### config.mk
export PLATFORM = sky130hd
export DESIGN_NAME = multicycle_sequencer_flat
export DESIGN_NICKNAME = d
export VERILOG_FILES = /design/src/rtl/multicycle_sequencer_if.sv /design/src/rtl/multicycle_sequencer.sv /design/src/flat_wrapper.sv
export SDC_FILE = /design/constraint.sdc
export NUM_CORES = 1
export LEC_CHECK = 0
export ABC_AREA = 0
export CAP_MARGIN = 10
export CORE_UTILIZATION = 44
export DETAILED_ROUTE_END_ITERATION = 8
export GPL_TIMING_DRIVEN = 0
export PLACE_DENSITY = 0.91
export SETUP_SLACK_MARGIN = 0.3
export SKIP_CTS_REPAIR_TIMING = 1
export SLEW_MARGIN = 0
export SYNTH_ARGS = -nofsm -noshare
export SYNTH_HDL_FRONTEND = slang
export SYNTH_SLANG_ARGS = --single-unit
export TNS_END_PERCENT = 20
### constraint.sdc
create_clock -name clk -period 2.7 [get_ports clk]
set_clock_uncertainty 0.15 [all_clocks]
set_input_delay 0.81 -clock clk [delete_from_list [all_inputs] [get_ports clk]]
set_output_delay 0.81 -clock clk [all_outputs]
set_load 0.01 [all_outputs]
### src/rtl/multicycle_sequencer_if.sv
// multicycle_sequencer_if: fetch, datapath-control and data-memory signals of the sequencer; retired port exists only with SEQ_PERF_CNT_EN
interface multicycle_sequencer_if;
  logic        instr_valid;
  logic [31:0] instr_code;
  logic        instr_ready;
  logic        zero;
  logic        mem_ack;
  logic        pc_en;
  logic        pc_branch;
  logic [1:0]  sign;
  logic        alu_src;
  logic [3:0]  alu_con;
  logic        choose_reg;
  logic        reg_write;
  logic        mem_req;
  logic        mem_we;
  logic        halted;
  logic        illegal;
`ifdef SEQ_PERF_CNT_EN
  logic [31:0] retired;
`endif
  modport master (
`ifdef SEQ_PERF_CNT_EN
    output retired,
`endif
    input  instr_valid, instr_code, zero, mem_ack,
    output instr_ready, pc_en, pc_branch, sign, alu_src, alu_con, choose_reg,
    output reg_write, mem_req, mem_we, halted, illegal
  );
  modport slave (
`ifdef SEQ_PERF_CNT_EN
    input  retired,
`endif
    output instr_valid, instr_code, zero, mem_ack,
    input  instr_ready, pc_en, pc_branch, sign, alu_src, alu_con, choose_reg,
    input  reg_write, mem_req, mem_we, halted, illegal
  );
endinterface

### src/rtl/multicycle_sequencer.sv
// multicycle_sequencer: fetch/decode/exec/mem/wb control FSM for a shared datapath; SEQ_PERF_CNT_EN adds a retired-instruction counter
module multicycle_sequencer #(
  parameter int OPW = 6,
  parameter int MEM_TIMEOUT = 15
) (
  input logic clk,
  input logic reset,
  multicycle_sequencer_if.master bus
);
  localparam int CW = $clog2(MEM_TIMEOUT + 1);
  localparam logic [OPW-1:0] OP_R    = OPW'(6'b000000);
  localparam logic [OPW-1:0] OP_ADDI = OPW'(6'b001000);
  localparam logic [OPW-1:0] OP_ANDI = OPW'(6'b001100);
  localparam logic [OPW-1:0] OP_ORI  = OPW'(6'b001101);
  localparam logic [OPW-1:0] OP_LW   = OPW'(6'b100011);
  localparam logic [OPW-1:0] OP_SW   = OPW'(6'b101011);
  localparam logic [OPW-1:0] OP_BEQ  = OPW'(6'b000100);
  localparam logic [OPW-1:0] OP_HALT = OPW'(6'b111111);
  localparam logic [OPW-1:0] F_ADD   = OPW'(6'b100000);
  localparam logic [OPW-1:0] F_SUB   = OPW'(6'b100010);
  localparam logic [OPW-1:0] F_AND   = OPW'(6'b100100);
  localparam logic [OPW-1:0] F_OR    = OPW'(6'b100101);
  localparam logic [OPW-1:0] F_SLT   = OPW'(6'b101010);
  typedef enum logic [2:0] {FETCH, DECODE, EXEC, MEM, WB, HALT} state_t;
  state_t state, nstate;
  logic [OPW-1:0] op, op_n, fn, fn_n;
  logic [CW-1:0] cnt, cnt_n;
  logic ill_q, ill_n, hlt_q, hlt_n, rdy_q;
  logic [1:0] sign_q;
  logic [3:0] con_q;
  logic src_q, rd_q, rw_q, mreq_q, mwe_q;
  logic is_r, is_beq, is_sw, is_mem, legal, act;
  logic [1:0] ctl_sign;
  logic [3:0] alu_fn, ctl_con;
  assign is_r   = op == OP_R;
  assign is_beq = op == OP_BEQ;
  assign is_sw  = op == OP_SW;
  assign is_mem = is_sw || op == OP_LW;
  assign legal  = is_r ? fn inside {F_ADD, F_SUB, F_AND, F_OR, F_SLT}
                       : op inside {OP_ADDI, OP_ANDI, OP_ORI, OP_LW, OP_SW, OP_BEQ};
  assign alu_fn = fn == F_SUB ? 4'b0110 : fn == F_AND ? 4'b0000 : fn == F_OR ? 4'b0001 :
                  fn == F_SLT ? 4'b0111 : 4'b0010;
  assign ctl_con = is_r ? alu_fn : op == OP_ANDI ? 4'b0000 : op == OP_ORI ? 4'b0001 :
                   is_beq ? 4'b0110 : 4'b0010;
  assign ctl_sign = is_r ? 2'b10 : (op == OP_ANDI || op == OP_ORI) ? 2'b01 : 2'b00;
  // datapath controls are live from EXEC through WB so MEM and WB see EXEC's settings
  assign act = nstate inside {EXEC, MEM, WB};
  // next state, IR capture, memory wait counter and sticky flags
  always_comb begin
    nstate = state;
    op_n = op;
    fn_n = fn;
    cnt_n = '0;
    ill_n = ill_q;
    hlt_n = hlt_q;
    unique case (state)
      FETCH: if (rdy_q && bus.instr_valid) begin
        op_n = bus.instr_code[31 -: OPW];
        fn_n = bus.instr_code[OPW-1:0];
        nstate = DECODE;
      end
      DECODE: begin
        nstate = op == OP_HALT ? HALT : legal ? EXEC : FETCH;
        hlt_n = hlt_q || op == OP_HALT;
        ill_n = ill_q || (op != OP_HALT && !legal);
      end
      EXEC: nstate = is_beq ? FETCH : is_mem ? MEM : WB;
      MEM: if (bus.mem_ack) nstate = is_sw ? FETCH : WB;
      else if (cnt == CW'(MEM_TIMEOUT - 1)) begin
        nstate = FETCH;
        ill_n = 1'b1;
      end else cnt_n = cnt + 1'b1;
      WB: nstate = FETCH;
      HALT: nstate = HALT;
      default: nstate = FETCH;
    endcase
  end
  // state, IR and registered control outputs derived from the next state
  always_ff @(posedge clk or negedge reset)
    if (!reset) begin
      state <= FETCH;
      op <= '0;
      fn <= '0;
      cnt <= '0;
      ill_q <= 1'b0;
      hlt_q <= 1'b0;
      rdy_q <= 1'b0;
      sign_q <= '0;
      con_q <= '0;
      src_q <= 1'b0;
      rd_q <= 1'b0;
      rw_q <= 1'b0;
      mreq_q <= 1'b0;
      mwe_q <= 1'b0;
    end else begin
      state <= nstate;
      op <= op_n;
      fn <= fn_n;
      cnt <= cnt_n;
      ill_q <= ill_n;
      hlt_q <= hlt_n;
      rdy_q <= nstate == FETCH;
      sign_q <= act ? ctl_sign : 2'b00;
      con_q <= act ? ctl_con : 4'b0000;
      src_q <= act && !(is_r || is_beq);
      rd_q <= act && is_r;
      rw_q <= nstate == WB;
      mreq_q <= nstate == MEM;
      mwe_q <= nstate == MEM && is_sw;
    end
  assign bus.instr_ready = rdy_q;
  assign bus.pc_en = rdy_q && bus.instr_valid;
  assign bus.pc_branch = state == EXEC && is_beq && bus.zero;
  assign bus.sign = sign_q;
  assign bus.alu_src = src_q;
  assign bus.alu_con = con_q;
  assign bus.choose_reg = rd_q;
  assign bus.reg_write = rw_q;
  assign bus.mem_req = mreq_q;
  assign bus.mem_we = mwe_q;
  assign bus.halted = hlt_q;
  assign bus.illegal = ill_q;
`ifdef SEQ_PERF_CNT_EN
  logic done;
  logic [31:0] retired_q;
  assign done = state == WB || (state == EXEC && is_beq) || (state == MEM && bus.mem_ack && is_sw);
  // count completed instructions; wraps naturally at 32 bits
  always_ff @(posedge clk or negedge reset)
    if (!reset) retired_q <= '0;
    else retired_q <= retired_q + 32'(done);
  assign bus.retired = retired_q;
`endif
endmodule

### src/flat_wrapper.sv
// flat-port wrapper written by rule: the top's interface ports become plain ports
module multicycle_sequencer_flat 
#(
  parameter int OPW = 6,
  parameter int MEM_TIMEOUT = 15
)
  (clk, reset, bus_instr_valid, bus_instr_code, bus_zero, bus_mem_ack, bus_instr_ready, bus_pc_en, bus_pc_branch, bus_sign, bus_alu_src, bus_alu_con, bus_choose_reg, bus_reg_write, bus_mem_req, bus_mem_we, bus_halted, bus_illegal);
  multicycle_sequencer_if bus_i ();
  input logic clk;
  input logic reset;
  input wire logic [$bits(bus_i.instr_valid)-1:0] bus_instr_valid;
  input wire logic [$bits(bus_i.instr_code)-1:0] bus_instr_code;
  input wire logic [$bits(bus_i.zero)-1:0] bus_zero;
  input wire logic [$bits(bus_i.mem_ack)-1:0] bus_mem_ack;
  output wire logic [$bits(bus_i.instr_ready)-1:0] bus_instr_ready;
  output wire logic [$bits(bus_i.pc_en)-1:0] bus_pc_en;
  output wire logic [$bits(bus_i.pc_branch)-1:0] bus_pc_branch;
  output wire logic [$bits(bus_i.sign)-1:0] bus_sign;
  output wire logic [$bits(bus_i.alu_src)-1:0] bus_alu_src;
  output wire logic [$bits(bus_i.alu_con)-1:0] bus_alu_con;
  output wire logic [$bits(bus_i.choose_reg)-1:0] bus_choose_reg;
  output wire logic [$bits(bus_i.reg_write)-1:0] bus_reg_write;
  output wire logic [$bits(bus_i.mem_req)-1:0] bus_mem_req;
  output wire logic [$bits(bus_i.mem_we)-1:0] bus_mem_we;
  output wire logic [$bits(bus_i.halted)-1:0] bus_halted;
  output wire logic [$bits(bus_i.illegal)-1:0] bus_illegal;
  assign bus_i.instr_valid = bus_instr_valid;
  assign bus_i.instr_code = bus_instr_code;
  assign bus_i.zero = bus_zero;
  assign bus_i.mem_ack = bus_mem_ack;
  assign bus_instr_ready = bus_i.instr_ready;
  assign bus_pc_en = bus_i.pc_en;
  assign bus_pc_branch = bus_i.pc_branch;
  assign bus_sign = bus_i.sign;
  assign bus_alu_src = bus_i.alu_src;
  assign bus_alu_con = bus_i.alu_con;
  assign bus_choose_reg = bus_i.choose_reg;
  assign bus_reg_write = bus_i.reg_write;
  assign bus_mem_req = bus_i.mem_req;
  assign bus_mem_we = bus_i.mem_we;
  assign bus_halted = bus_i.halted;
  assign bus_illegal = bus_i.illegal;
  multicycle_sequencer #(.OPW(OPW), .MEM_TIMEOUT(MEM_TIMEOUT)) u_core (.clk(clk), .reset(reset), .bus(bus_i));
endmodule
Word-level counts from Yosys, hierarchy flattened
Index checks and enable logic that the tools add are counted.

word-level totals
  bits in registers = 33
  bits of input ports = 37
  logic and storage cells = 89

cells by class
  $add $sub $neg = 1
  equality and inequality tests = 23
  muxes and demuxes = 28
  reduce and logical (&&, ||, !) cells = 23

operator list
  cell                                                                     number
  6-bit equality test, second input constant                               8
  4-bit 2-to-1 mux                                                         10
  3-bit 2-to-1 mux                                                         9
  6-bit by 4-bit equality test with 1-bit output, second input constant    3
  3-bit one-hot mux with 5 select lines                                    1
  3-bit by 2-bit equality test with 1-bit output, second input constant    4
  1-bit logical AND                                                        7
  3-bit equality test, second input constant                               2
  6-bit by 3-bit equality test with 1-bit output, second input constant    1
  3-bit zero test                                                          2
  6-bit zero test                                                          1
  2-bit 2-to-1 mux                                                         3
  6-bit inequality test, second input constant                             1
  6-bit nonzero test                                                       1
  1-bit logical OR                                                         5
  5-bit nonzero test                                                       1
  4-bit by 1-bit adder with 4-bit output, second input constant            1
  4-bit equality test, second input constant                               1
  1-bit 2-to-1 mux                                                         4
  3-bit by 1-bit equality test with 1-bit output, second input constant    1
  3-bit AND reduction                                                      1
  3-bit nonzero test                                                       1
  1-bit zero test                                                          2
  2-bit by 1-bit inequality test with 1-bit output, second input constant  1
  4 further kinds                                                          4

Depth between registers and ports, before layout
  depth after elaboration = 9
  gate-level depth with buffers = 7

Worst setup path before layout
Ideal clock, no wire load.

  path kind = input -> register
  from = in bus_instr_valid
  to = reg u_core.fn[2]
  arrival time = 2091 ps
  data required time = 2425 ps
  path slack = 334 ps
  stages on the path = 4
  cells stage by stage = nand2_1 -> nor4_1 -> clkbuf_1 -> mux2_2

on the way
  cells in the longest elaborated chain, start to end = 2

RTL lines
  what                           line                        text
  start: declaration             flat_wrapper.sv:11          input wire logic [$bits(bus_i.instr_valid)-1:0] bus_instr_valid;
  1-bit logical AND              multicycle_sequencer.sv:57  FETCH: if (rdy_q && bus.instr_valid) begin
  2-bit AND reduction (no line)  n/a
  end signal: assignment         multicycle_sequencer.sv:98  fn <= fn_n;
  end: declaration               multicycle_sequencer.sv:26  logic [OPW-1:0] op, op_n, fn, fn_n;

No other way between the ends.
A chain may end at the register's enable or synchronous reset.

Final worst setup path
  from = reg u_core.op[5]
  to = out bus_pc_branch

on the way
  cells in the longest elaborated chain, start to end = 3

RTL lines
  what                                            line                         text
  start: declaration                              multicycle_sequencer.sv:26
  start signal: assignment                        multicycle_sequencer.sv:97   op <= op_n;
  6-bit by 3-bit equality test with 1-bit output  multicycle_sequencer.sv:36   assign is_beq = op == OP_BEQ;
  1-bit logical AND (2 in a row)                  multicycle_sequencer.sv:113  assign bus.pc_branch = state == EXEC && is_beq && bus.zero;
  end: declaration                                flat_wrapper.sv:17           output wire logic [$bits(bus_i.pc_branch)-1:0] bus_pc_branch;

No other way between the ends.

==> impl_metrics.py <==
metrics = {
    "outcome": {
        "outcome": "complete, but fails checks",
        "violations": "setup timing",
    },
    "die": {
        "rows": 20,
        "floorplan.io_pins": 53,
        "die_area_um2": 3520,
        "core_box_area_um2": 3080,
        "starting_density_of_the_core_pct": 47.0,
        "chipWidth_um": 59.4,
        "die_h_um": 59.4,
    },
    "pwr": {
        "worst_ir_drop_vdd_v": 0.000698,
        "total_leakage_power_nw": 0.825,
        "power.clock.fraction_pct": 18.0,
        "power.density_nw_per_um2": 875,
        "seq_power_share_pct": 45.6,
        "power_frac_comb_pct": 36.4,
        "internal_power_w": 0.00108,
        "net-switching-power_w": 0.000592,
        "power_switching_share_pct": 35.4,
    },
    "setup_path": {
        "critPathCaptureType": "primary output",
        "cp.required_ns": 1.74,
        "worst_path_bufs_invs": 1,
        "crit_chain": "or3_4, nor3_4, and4_1, buf_2",
        "cp-start-kind": "register",
        "critPathMaxFanout": 5,
        "critical_path.max_stage_delay_ns": 0.44,
        "critical-path-top-delay-family": "simple AND/OR/NAND/NOR gates",
        "cell_type_of_the_slowest_stage_on_the_worst_timing_path": "or3_4",
        "critPathArrivalTime_ns": 1.77,
        "critical_path_class": "reg -> out",
    },
    "detailed_routing": {
        "drc": 0,
        "drt_iter0_markers": 25,
        "routed_wire_length_per_instance_um": 14.7,
        "vias": 1139,
        "drt_wl_total_um": 3120,
        "route.antenna.remaining_nets": 0,
        "viasPerCell": 5.37,
        "firstDrtPassIters": 4,
    },
    "job": {
        "max_cap_violations": 0,
    },
    "timing": {
        "fmax_ghz": 0.366,
        "hold_violations": 0,
        "final.setup.tns_ns": -0.0318,
        "slew_viol_final": 0,
        "max_slew.worst_pin.slew_ns": 0.672,
        "setup_ws_post_layout_ns": -0.0318,
        "fin_worst_hold_slack_ns": 0.313,
        "maxSlewHeadroom_pct": 54.6,
        "fin_crit_ns": 2.73,
        "final.period_utilization_pct": 101,
        "rsz0062_at_grt": "yes",
        "setup_violations": 1,
    },
    "clocking": {
        "worstSkewPairLatency_ns": 0.33,
        "clkTransAtPathRegs_ns": 0.09,
        "max-clock-path-buffers": 2,
        "cts_made_buffers": 5,
        "htree_num_levels": 2,
        "cts.sinks": 31,
        "cts-root-buf": "clkbuf_4",
        "tritoncts": "yes",
    },
    "global_route": {
        "grt_antenna_before_repair": 0,
        "grt_ovf": 0,
        "largest_net_degree_at_the_start_of_global_routing": 32,
        "grt_first_pass_wirelength_um": 4690,
        "grt_util_all_layers_pct": 19.0,
        "first_global_vias": 1072,
    },
    "synthesis": {
        "fraction_of_the_mapped_netlist_area_in_simple_logic_gates_pct": 16.1,
        "postSynthCellCount": 126,
        "synth-xor-area-share_pct": 1.21,
        "largest_family_of_logic_cells_by_synthesized_area": "simple AND/OR/NAND/NOR gates",
        "synth_area_leaders": "dfrtp_1 (54%), mux2_2 (8.6%), a21oi_1 (2.8%), nor2_1 (2.3%), o21ai_0 (2.1%)",
        "avg_inst_size_synth_um2": 11.5,
        "synthesis.yosys.warnings": 0,
        "syn_nets": 165,
        "netlist.area_leader.share_pct": 53.6,
        "fraction_of_the_mapped_netlist_area_in_compound_gates_pct": 15.2,
        "cell_types_with_the_highest_counts_after_synthesis": "dfrtp_1 (31), mux2_2 (11), nor2_1 (9)",
        "leading_area_contributor_after_synthesis": "dfrtp_1",
        "synth-edff-count": 0,
        "asyncSetResetFlopFracSynth_pct": 100,
        "netlist_area_um2": 1450,
        "synth_mux_area_share_pct": 8.56,
        "yosys.area_share.adder_pct": 1.73,
        "synth_ff_type": "dfrtp_1",
        "number_of_flip_flops_and_latches_in_the_synthesized_netlist": 31,
        "unique_masters_post_synth": 42,
        "ys_seq_area_share_pct": 53.6,
        "synthMostInstantiatedCell": "dfrtp_1",
    },
    "finish": {
        "fill_cells": 240,
        "count_of_placed_standard_cells_in_the_final_layout_fillers_left_out": 212,
        "stdcell_area_um2": 1910,
        "syn_to_final_growth_pct": 32.1,
        "finish.net_count": 206,
        "largestRegisters": "u_core.fn: 6 flops, u_core.op: 6 flops, u_core.cnt: 4 flops",
        "antenna_cells_inserted": 0,
        "share_of_cells_above_drive_strength_1_pct": 26.2,
        "post-route-util_pct": 62.1,
    },
    "placement": {
        "dp_hpwl_um": 2240,
        "dpl_cell_area_um2": 1810,
        "numPortBuffers": 31,
        "globalplace.congestion": 0.820,
        "cell_count_after_placement": 201,
    },
    "hold_path": {
        "kind_of_path_behind_the_tightest_hold_check": "reg -> reg",
    },
}
[power groups by stage]
stage | Sequential (W) | Combinational, W | Clock [W]
global route | 0.000780 | 0.000664 | 0.000331
detailed placement | 0.000754 | 0.000577 | 0
finish | 0.000763 | 0.000609 | 0.000302
floorplan | 0.000728 | 0.000398 | 0
global placement | 0.000735 | 0.000550 | 0
CTS | 0.000744 | 0.000578 | 0.000309
[layer usage]
metal | share of wire (%) | track usage, %
met1 | 38 | 20.1
met2 | 53 | 33.2
met3 | 5.3 | 5.02
met4 | 3.5 | 12.2
met5 | 0 | 0
[worst paths after layout]
kind,cells past startpoint,slack (ns),startpoint,end
min in group asynchronous,1,0.35,reset,u_core.state[1]
max,4,-0.03,u_core.op[5],bus_pc_branch
min,1,0.31,u_core.bus.illegal,u_core.bus.illegal
max in group asynchronous,1,1.62,reset,u_core.bus.alu_con[1]
min reg2reg,1,0.31,u_core.bus.illegal,u_core.bus.illegal
max reg2reg,5,0.25,u_core.op[5],u_core.bus.instr_ready
[cell usage in the layout, fill, tap and decap left out, types with 2 or more instances in the layout]
master / Yosys / layout
a21o_1: 2 / 2
nand3_1: 3 / 3
nand2_1: 6 / 5
buf_4: 2 / 5
buf_2: 0 / 3
nor2_1: 9 / 9
ha_1: 2 / 2
nand3b_1: 2 / 2
o22ai_1: 2 / 2
o21ai_0: 6 / 6
nor3_1: 4 / 3
clkbuf_4: 0 / 5
clkbuf_8: 0 / 2
clkbuf_1: 1 / 2
clkdlybuf4s50_1: 0 / 27
mux2_2: 11 / 11
or2b_2: 2 / 2
inv_1: 8 / 7
a31o_2: 2 / 2
dfrtp_1: 31 / 31
a21oi_1: 8 / 8
[cell families after synthesis]
logic type                 count (synthesis)
muxes                                     11
buffers and inverters                     11
xor gates and xnor gates                   2
and+or+nand+nor                           39
DFF                                       31
AOI/OAI and AO/OA                         29
other                                      1
adders and majority gates                  2
[per-stage QoR]
stage / total power [W] / worst slack, ns
finish: 0.00167 / -0.0318
global route: 0.00177 / -0.0764
CTS: 0.00163 / -0.519
detailed placement: 0.00133 / -0.522
global placement: 0.00128 / -0.479
floorplan: 0.00113 / 0.334
[final cells by class]
cell class,count,area [um^2],share of cell area [%]
Multi-Input combinational cell,84,643,33.6
Buffer,3,18.8,0.982
Clock buffer,8,68.8,3.60
Inverter,8,30.0,1.57
Sequential cell,31,776,40.6
Tap cell,44,55.1,2.88
Timing Repair Buffer,34,320,16.8
Power figures use the tool's default switching activity.
